`config.mk`:
```
export PLATFORM = sky130hd
export DESIGN_NAME = serial_mag_compare_ctrl
export DESIGN_NICKNAME = d
export VERILOG_FILES = /design/src/rtl/serial_cmp_pkg.sv /design/src/rtl/cmp2_slice.sv /design/src/rtl/serial_mag_compare_ctrl.sv
export SDC_FILE = /design/constraint.sdc
export NUM_CORES = 1
export LEC_CHECK = 0
export ABC_CLOCK_PERIOD_IN_PS = 1700
export CELL_PAD_IN_SITES_DETAIL_PLACEMENT = 0
export CELL_PAD_IN_SITES_GLOBAL_PLACEMENT = 1
export CORE_ASPECT_RATIO = 0.9
export CORE_MARGIN = 2
export CORE_UTILIZATION = 34
export DETAILED_ROUTE_END_ITERATION = 7
export PLACE_DENSITY = 0.8
export SLEW_MARGIN = 20
export SYNTH_ARGS = -nofsm -noshare
export SYNTH_HDL_FRONTEND = slang
export SYNTH_SLANG_ARGS = --single-unit
```
`constraint.sdc`:
```
create_clock -name clk -period 1.7 [get_ports clk]
set_input_delay 0.425 -clock clk [delete_from_list [all_inputs] [get_ports clk]]
set_output_delay 0.425 -clock clk [all_outputs]
set_load 0.01 [all_outputs]
```
`src/rtl/serial_cmp_pkg.sv`:
```
// ============================================================================
// Module : serial_cmp_pkg
// Brief  : Shared state encoding and result-flag indices for the serial
//          magnitude comparator.
// Rev    : 1.0 - initial release
// ============================================================================
`default_nettype none

package serial_cmp_pkg;

    localparam logic [1:0] ST_IDLE = 2'd0;
    localparam logic [1:0] ST_RUN  = 2'd1;
    localparam logic [1:0] ST_DONE = 2'd2;

    typedef enum logic [1:0] {
        S_IDLE = ST_IDLE,
        S_RUN  = ST_RUN,
        S_DONE = ST_DONE
    } state_e;

    // Bit positions of the result flags inside the packed flag register.
    localparam int FLAG_LT = 0;
    localparam int FLAG_EQ = 1;
    localparam int FLAG_GT = 2;

endpackage

`default_nettype wire

```
`src/rtl/cmp2_slice.sv`:
```
// ============================================================================
// Module : cmp2_slice
// Brief  : Combinational 2-bit unsigned magnitude comparator slice.
//          y1 = A greater than B, y0 = A equal to B.
// Rev    : 1.0 - initial release
// ============================================================================
`default_nettype none

module cmp2_slice (
    input  logic a1,
    input  logic a0,
    input  logic b1,
    input  logic b0,
    output logic y1,
    output logic y0
);

    logic w_hi_eq;

    assign w_hi_eq = a1 ~^ b1;
    assign y1      = (a1 & ~b1) | (w_hi_eq & a0 & ~b0);
    assign y0      = w_hi_eq & (a0 ~^ b0);

endmodule

`default_nettype wire

```
`src/rtl/serial_mag_compare_ctrl.sv`:
```
// ============================================================================
// Module : serial_mag_compare_ctrl
// Brief  : Sequencer comparing two WIDTH-bit unsigned operands MSB-first,
//          two bits per cycle, through one shared cmp2_slice.
//          Optional macro SERIAL_CMP_EARLY_EXIT_EN: finish on first
//          unequal slice instead of scanning all slices.
// Rev    : 1.0 - initial release
// ============================================================================
`default_nettype none

module serial_mag_compare_ctrl
    import serial_cmp_pkg::*;
#(
    parameter int WIDTH = 8
) (
    input  logic             clk,
    input  logic             rst,
    input  logic             start,
    input  logic [WIDTH-1:0] a,
    input  logic [WIDTH-1:0] b,
    output logic             busy,
    output logic             done,
    output logic             gt,
    output logic             eq,
    output logic             lt
);

    localparam int N    = WIDTH / 2;
    localparam int IDXW = (N > 1) ? $clog2(N) : 1;

    generate
        if ((WIDTH < 2) || ((WIDTH % 2) != 0)) begin : g_bad_width
            $error("serial_mag_compare_ctrl: WIDTH must be even and >= 2");
        end
    endgenerate

    state_e            state_q, state_d;
    logic [IDXW-1:0]   idx_q, idx_d;
    logic [WIDTH-1:0]  a_q, a_d;
    logic [WIDTH-1:0]  b_q, b_d;
    logic [2:0]        flags_q, flags_d;
    // decided_q marks that an earlier slice already fixed the outcome.
    logic              decided_q, decided_d;
    logic              pend_gt_q, pend_gt_d;

    logic              slice_gt;
    logic              slice_eq;
    logic              last_slice;
    logic              run_exit;

    cmp2_slice u_slice (
        .a1 (a_q[{idx_q, 1'b1}]),
        .a0 (a_q[{idx_q, 1'b0}]),
        .b1 (b_q[{idx_q, 1'b1}]),
        .b0 (b_q[{idx_q, 1'b0}]),
        .y1 (slice_gt),
        .y0 (slice_eq)
    );

    assign last_slice = (idx_q == '0);

`ifdef SERIAL_CMP_EARLY_EXIT_EN
    assign run_exit = last_slice | ~slice_eq;
`else
    assign run_exit = last_slice;
`endif

    always_comb begin
        state_d   = state_q;
        idx_d     = idx_q;
        a_d       = a_q;
        b_d       = b_q;
        flags_d   = flags_q;
        decided_d = decided_q;
        pend_gt_d = pend_gt_q;

        case (state_q)
            S_IDLE: begin
                if (start) begin
                    state_d   = S_RUN;
                    a_d       = a;
                    b_d       = b;
                    idx_d     = IDXW'(N - 1);
                    flags_d   = '0;
                    decided_d = 1'b0;
                    pend_gt_d = 1'b0;
                end
            end
            S_RUN: begin
                if (!last_slice) begin
                    idx_d = idx_q - IDXW'(1);
                end
                if (!decided_q && !slice_eq) begin
                    decided_d = 1'b1;
                    pend_gt_d = slice_gt;
                end
                // Flags are committed only on the edge that enters DONE.
                if (run_exit) begin
                    state_d = S_DONE;
                    if (decided_q) begin
                        flags_d[FLAG_GT] = pend_gt_q;
                        flags_d[FLAG_EQ] = 1'b0;
                        flags_d[FLAG_LT] = ~pend_gt_q;
                    end else begin
                        flags_d[FLAG_GT] = ~slice_eq & slice_gt;
                        flags_d[FLAG_EQ] = slice_eq;
                        flags_d[FLAG_LT] = ~slice_eq & ~slice_gt;
                    end
                end
            end
            S_DONE: begin
                state_d = S_IDLE;
            end
            default: begin
                state_d = S_IDLE;
            end
        endcase
    end

    always_ff @(posedge clk) begin
        if (rst) begin
            state_q   <= S_IDLE;
            idx_q     <= '0;
            a_q       <= '0;
            b_q       <= '0;
            flags_q   <= '0;
            decided_q <= 1'b0;
            pend_gt_q <= 1'b0;
        end else begin
            state_q   <= state_d;
            idx_q     <= idx_d;
            a_q       <= a_d;
            b_q       <= b_d;
            flags_q   <= flags_d;
            decided_q <= decided_d;
            pend_gt_q <= pend_gt_d;
        end
    end

    assign busy = (state_q == S_RUN) || (state_q == S_DONE);
    assign done = (state_q == S_DONE);
    assign gt   = flags_q[FLAG_GT];
    assign eq   = flags_q[FLAG_EQ];
    assign lt   = flags_q[FLAG_LT];

endmodule

`default_nettype wire
```
# Word-level counts from Yosys, hierarchy flattened
# Index checks and enable logic that the tools add are counted.
[word_totals] word_cells=65 out_inout_bits=5 regBits=25
[op_classes] n_reduce_logical=12 order_cmp=2 add_sub_neg=1 bitwise=14 mux=23 eq_ne=6
[op_table] op="$mux 3" n=3
[op_table] op="$reduce_and 3->1" n=3
[op_table] op="$bmux 1 s2" n=4
[op_table] op="$lt 3x4->1 const B" n=2
[op_table] op="$mux 2" n=4
[op_table] op="$ne 2x2->1 const B" n=4
[op_table] op="$pmux 2 s2" n=2
[op_table] op="$mux 1" n=7
[op_table] op="$and 1x1->1" n=6
[op_table] op="$pmux 3 s2" n=1
[op_table] op="$not 1->1" n=5
[op_table] op="$logic_not 2->1" n=2
[op_table] op="$pmux 1 s2" n=2
[op_table] op="$reduce_and 2->1" n=2
[op_table] op="$eq 2x1->1 const B" n=1
[op_table] op="$eq 2x2->1 const B" n=1
[op_table] op="$logic_not 1->1" n=2
[op_table] op="$reduce_bool 2->1" n=1
[op_table] op="$sub 2x1->2 const B" n=1
[op_table] op="$xnor 1x1->1" n=2
[op_table] op="$logic_and 1x1->1" n=1
[op_table] op="$logic_or 1x1->1" n=1
[op_table] op="$or 1x1->1" n=1

# Depth between registers and ports, before layout
# Gate-level depths: netlist of run 1.
[logic_depth] depth_word=11 ltp_mapped=7 mapped_depth_nobuf=6

# Cells and area by module
# Synthesis of run 1 repeated with hierarchy kept, for this count alone.
[unflattened] cells_unflattened=145 hier_area_um2=1229.9
[by_module_without_submodules] module="serial_mag_compare_ctrl" cells_each=139 area_each_um2=1186.1 n_inst=1 seq_area_each_um2=500.5
[by_module_without_submodules] module="cmp2_slice" cells_each=6 area_each_um2=43.8 n_inst=1 seq_area_each_um2=0.0

# Worst setup path after synthesis of run 1
# Ideal clock, no wire load.
[synth_path] path_kind="register -> register" from="register idx_q[0]" to="register pend_gt_q" arrival_ps=1706 setup_time_ps=131 setup_slack_ps=-138 path_stages_with_launch=7 synth_period_minus_slack_ps=1838 path_buffers=1 cell_sequence="dfxtp_1 buf_2 mux4_1 ha_1 inv_1 o2111ai_1 o211ai_1"
[synth_via] elab_chain_len=8
[synth_lines] element="from (decl)" line="serial_mag_compare_ctrl.sv:38" rtl="logic [IDXW-1:0] idx_q, idx_d;"
[synth_lines] element="from (signal assigned)" line="serial_mag_compare_ctrl.sv:131" rtl="idx_q <= idx_d;"
[synth_lines] element="$bmux 1 s2, on equally long branches"
[synth_lines] element="$mux 1, on equally long branches"
[synth_lines] element="$xnor 1x1->1, on equally long branches" line="cmp2_slice.sv:20, cmp2_slice.sv:22"
[synth_lines] element="$and 1x1->1, on equally long branches" line="cmp2_slice.sv:21, cmp2_slice.sv:22"
[synth_lines] element="$and 1x1->1 / $logic_not 1->1 (equally long branches)" line="cmp2_slice.sv:21, serial_mag_compare_ctrl.sv:93"
[synth_lines] element="$or 1x1->1 / $logic_and 1x1->1 (equally long branches)" line="cmp2_slice.sv:21, serial_mag_compare_ctrl.sv:93"
[synth_lines] element="$mux 1 / $ne 2x2->1 (equally long branches)"
[synth_lines] element="$pmux 1 s2 / $reduce_and 3->1 (equally long branches)"
[synth_lines] element="to (signal assigned)" line="serial_mag_compare_ctrl.sv:136" rtl="pend_gt_q <= pend_gt_d;"
[synth_lines] element="to (decl)" line="serial_mag_compare_ctrl.sv:44" rtl="logic pend_gt_q, pend_gt_d;"
# Parallel ways exist; a longest one is shown, timed or not. The select of a mux whose other input is x is not followed.
# A chain may end at the register's enable or synchronous reset.

# Worst setup path in the final report of run 1
# Ends and elaborated chain as after synthesis.

==> flow_metrics.env, run 1 <==
export IMPL_outcome="completed"
export IMPL_yosysUniqueCellTypes=33
export IMPL_drcViolationCount=0
export IMPL_power_internal_w=0.00158
export IMPL_crit_required_ps=1870
export IMPL_power_switching_w=0.00101
export IMPL_cts_path_max_buffers=2
export IMPL_syn2layout_area_growth_pct=35.4
export IMPL_place_congestion=0.799
export IMPL_max_slew_margin_pct=76.1
export IMPL_hold_violations=0
export IMPL_first_pass_iters=4
export IMPL_final_common_cell="nand2_1"
export IMPL_die_x_um=69.0
export IMPL_cp_slowest_stage_delay_ps=530
export IMPL_synth_seq_area_share_pct=38.7
export IMPL_setup_viol=0
export IMPL_coreArea_um2=3680
export IMPL_dominantRegCellSynth="dfxtp_1"
export IMPL_die_area_um2=4320
export IMPL_grtUsageMet1_pct=17.3
export IMPL_cp_max_fo=5
export IMPL_dp_hpwl_um=2360
export IMPL_clock_latency_ps=280
export IMPL_final_cell_mix="35 x nand2_1, 22 x dfxtp_1, 21 x a21oi_1, 21 x clkdlybuf4s50_1, 15 x buf_4"
export IMPL_yosys_warnings=0
export IMPL_whs_ps=466
export IMPL_fmaxAchievable_mhz=592
export IMPL_antenna_found_initial=0
export IMPL_vias=1175
export IMPL_nets=213
export IMPL_postCtsHoldBufs=0
export IMPL_fin_crit_ps=1690
export IMPL_path_clk_slew_ps=100
export IMPL_rows=21
export IMPL_hold_class="reg -> reg"
export IMPL_syn_area_um2=1290
export IMPL_clock_sinks=25
export IMPL_synth_cells=152
export IMPL_cp_slowest_cell="mux4_2"
export IMPL_worstPathArrival_ps=1860
export IMPL_place_area_um2=1680
export IMPL_cts_tree="yes"
export IMPL_power_frac_seq_pct=32.4
export IMPL_grt_overflow_total=0
export IMPL_critPathCaptureType="register"
export IMPL_synth_edf_count=0
export IMPL_crit_chain="mux4_2 -> ha_4 -> inv_1 -> o2111ai_2 -> o211ai_1"
export IMPL_cts_root_buf="clkbuf_8"
export IMPL_nFillCells=363
export IMPL_p_clk_share_pct=15.1
export IMPL_grt_max_degree=17
export IMPL_hold_start="b_q[3]$_SDFFE_PP0P_"
export IMPL_pin_count=24
export IMPL_layout_drive_gt1_share_pct=18.7
export IMPL_wl_per_cell_um=13.1
export IMPL_grt_util_met3_pct=3.87
export IMPL_fin_crit_sh_pct=99.3
export IMPL_io_buffers=23
export IMPL_rr_startpoint="idx_q[0]$_SDFFE_PP0P_"
export IMPL_synthArstFlopShare_pct=0
export IMPL_ant_nets=0
export IMPL_avgSynthCellArea_um2=8.51
export IMPL_leakage_nw=0.647
export IMPL_worst_pin_slew_ps=356
export IMPL_grt_pass1_wl_um=5150
export IMPL_via_per_inst=5.04
export IMPL_grt_use_total_pct=14.6
export IMPL_maxSlewViolCount=0
export IMPL_drt_iter0_drc=64
export IMPL_power_density_nw_per_um2=1480
export IMPL_max_vdd_ir_drop_mv=0.715
export IMPL_start_kind="register"
export IMPL_ys_ff_latch=25
export IMPL_htreeDepth=1
export IMPL_grt_pass1_vias=1122
export IMPL_cts_buffers=3
export IMPL_syn_nets=177
export IMPL_met2_usage_pct=26.4
export IMPL_busiest_layer="met2"
export IMPL_final_area_um2=1750
export IMPL_cp_top_family="multiplexers"
export IMPL_die_h_um=62.5
export IMPL_antennaDiodeCount=0
export IMPL_combPwrFrac_pct=52.5
export IMPL_grt_setup_unrepaired="yes"
export IMPL_fin_skew_ps=2.69
export IMPL_routed_wl_um=3040
export IMPL_path_class="reg -> reg"
export IMPL_maxCapViolations=0
export IMPL_p_sw_share_pct=39.0
export IMPL_crit_start="idx_q[0]$_SDFFE_PP0P_"
export IMPL_start_util_pct=35.2
export IMPL_critPathBufInv=1
==> path summary, 6_finish.rpt <==
| kind | endpoint | slack, ps | cells after the start |
|---|---|---|---|
| hold reg to reg | b_q[3]$_SDFFE_PP0P_ | 470 | 2 |
| setup / recovery | pend_gt_q$_SDFFE_PP0P_ | 10 | 5 |
| hold / removal | b_q[3]$_SDFFE_PP0P_ | 470 | 2 |
| setup reg to reg | pend_gt_q$_SDFFE_PP0P_ | 10 | 5 |
==> power groups by stage <==
stage	logic, W	clock network, W	registers [W]
floorplan	0.000863	0	0.000807
global placement	0.00132	0	0.000834
detailed placement	0.00134	0	0.000845
CTS	0.00134	0.000394	0.000846
global route	0.00151	0.000423	0.000862
finish	0.00136	0.000390	0.000840
==> metal layers <==
metal  vias to the layer above  wire length [µm]
met4                         0                27
met2                        23              1490
met1                       547              1420
met5                         -                 0
li1                        600                 -
met3                         5               107
==> registers in the layout (all words and copies together) (netlist names) <==
signal and flops:
a_q 8, b_q 8, flags_q 3, idx_q 2, state_q 2, decided_q 1, pend_gt_q 1
==> area by class of cell <==
class | count | area [µm²] | share of cell area (%)
Inverter | 10 | 37.5 | 2.14
Timing Repair Buffer | 39 | 362 | 20.6
Tap cell | 46 | 57.6 | 3.29
Clock buffer | 3 | 41.3 | 2.36
Sequential cell | 25 | 507 | 28.9
Clock inverter | 1 | 8.76 | 0.500
Multi-Input combinational cell | 109 | 738 | 42.1
==> cell families after synthesis <==
kind of cell             Yosys count  share of synthesized area, %
multiplexers                       6                          10.2
flip-flops                        25                          38.7
AO/OA/AOI/OAI                     41                          19.3
XOR/XNOR                           4                          2.71
adder cells (fa/ha/maj)            6                          5.80
buffers and inverters             18                          5.42
AND/OR/NAND/NOR                   52                          17.9
==> synth_stat cells, types with 2 or more instances <==
master     n  share of area (%)
o211ai_1   3                1.7
mux4_2     3                5.2
dfxtp_1   25                 39
a21oi_1   21                8.1
clkbuf_1   6                1.7
buf_2      2               0.77
nand3b_1   2                1.2
nand2b_1   4                1.9
a32oi_1    2                1.4
o21ai_0    4                1.5
nor3_1     2               0.77
xnor2_1    4                2.7
a31oi_1    2               0.97
a311oi_1   2                1.4
mux4_1     2                4.1
ha_1       6                5.8
nor2b_1    2               0.97
nand2_1   35                 10
nor2_1     3               0.87
inv_1      9                2.6
==> tightest hold or removal path, delay by kind of cell, from the launching register on <==
kind / cells / cell delay, ps
simple gates: 1 / 50
compound gates: 1 / 50
flops: 1 / 320
==> per-stage QoR <==
| stage | power, W | setup slack [ps] | util, % | instances | setup TNS (ps) |
|---|---|---|---|---|---|
| global placement | 0.00215 | -48.0 | 45.7 | 228 | -177 |
| finish | 0.00259 | 11.1 | 47.6 | 233 | 0 |
| CTS | 0.00258 | 3.42 | 47.2 | 232 | 0 |
| global route | 0.00279 | -77.0 | 47.6 | 233 | -240 |
| floorplan | 0.00167 | 3.56 | - | 152 | 0 |
| detailed placement | 0.00218 | -78.6 | 45.7 | 228 | -300 |
==> repair_timing <==
action	in CTS	in global routing
setup buffers	0	1
resized for setup	9	1
setup endpoints to repair	6	5
pin swaps	2	4
(Power assumes the default switching activity.)
==> run 2, diff against run 1 <==
HOLD_SLACK_MARGIN = 0.03   (was default)
==> results of run 2 <==
The final DEF is identical to that of run 1; final timing and power are the same.
==> run 3, diff against run 2 <==
CAP_MARGIN = 25   (was default)
==> results of run 3 <==
The final DEF is identical to that of run 1; final timing and power are the same.
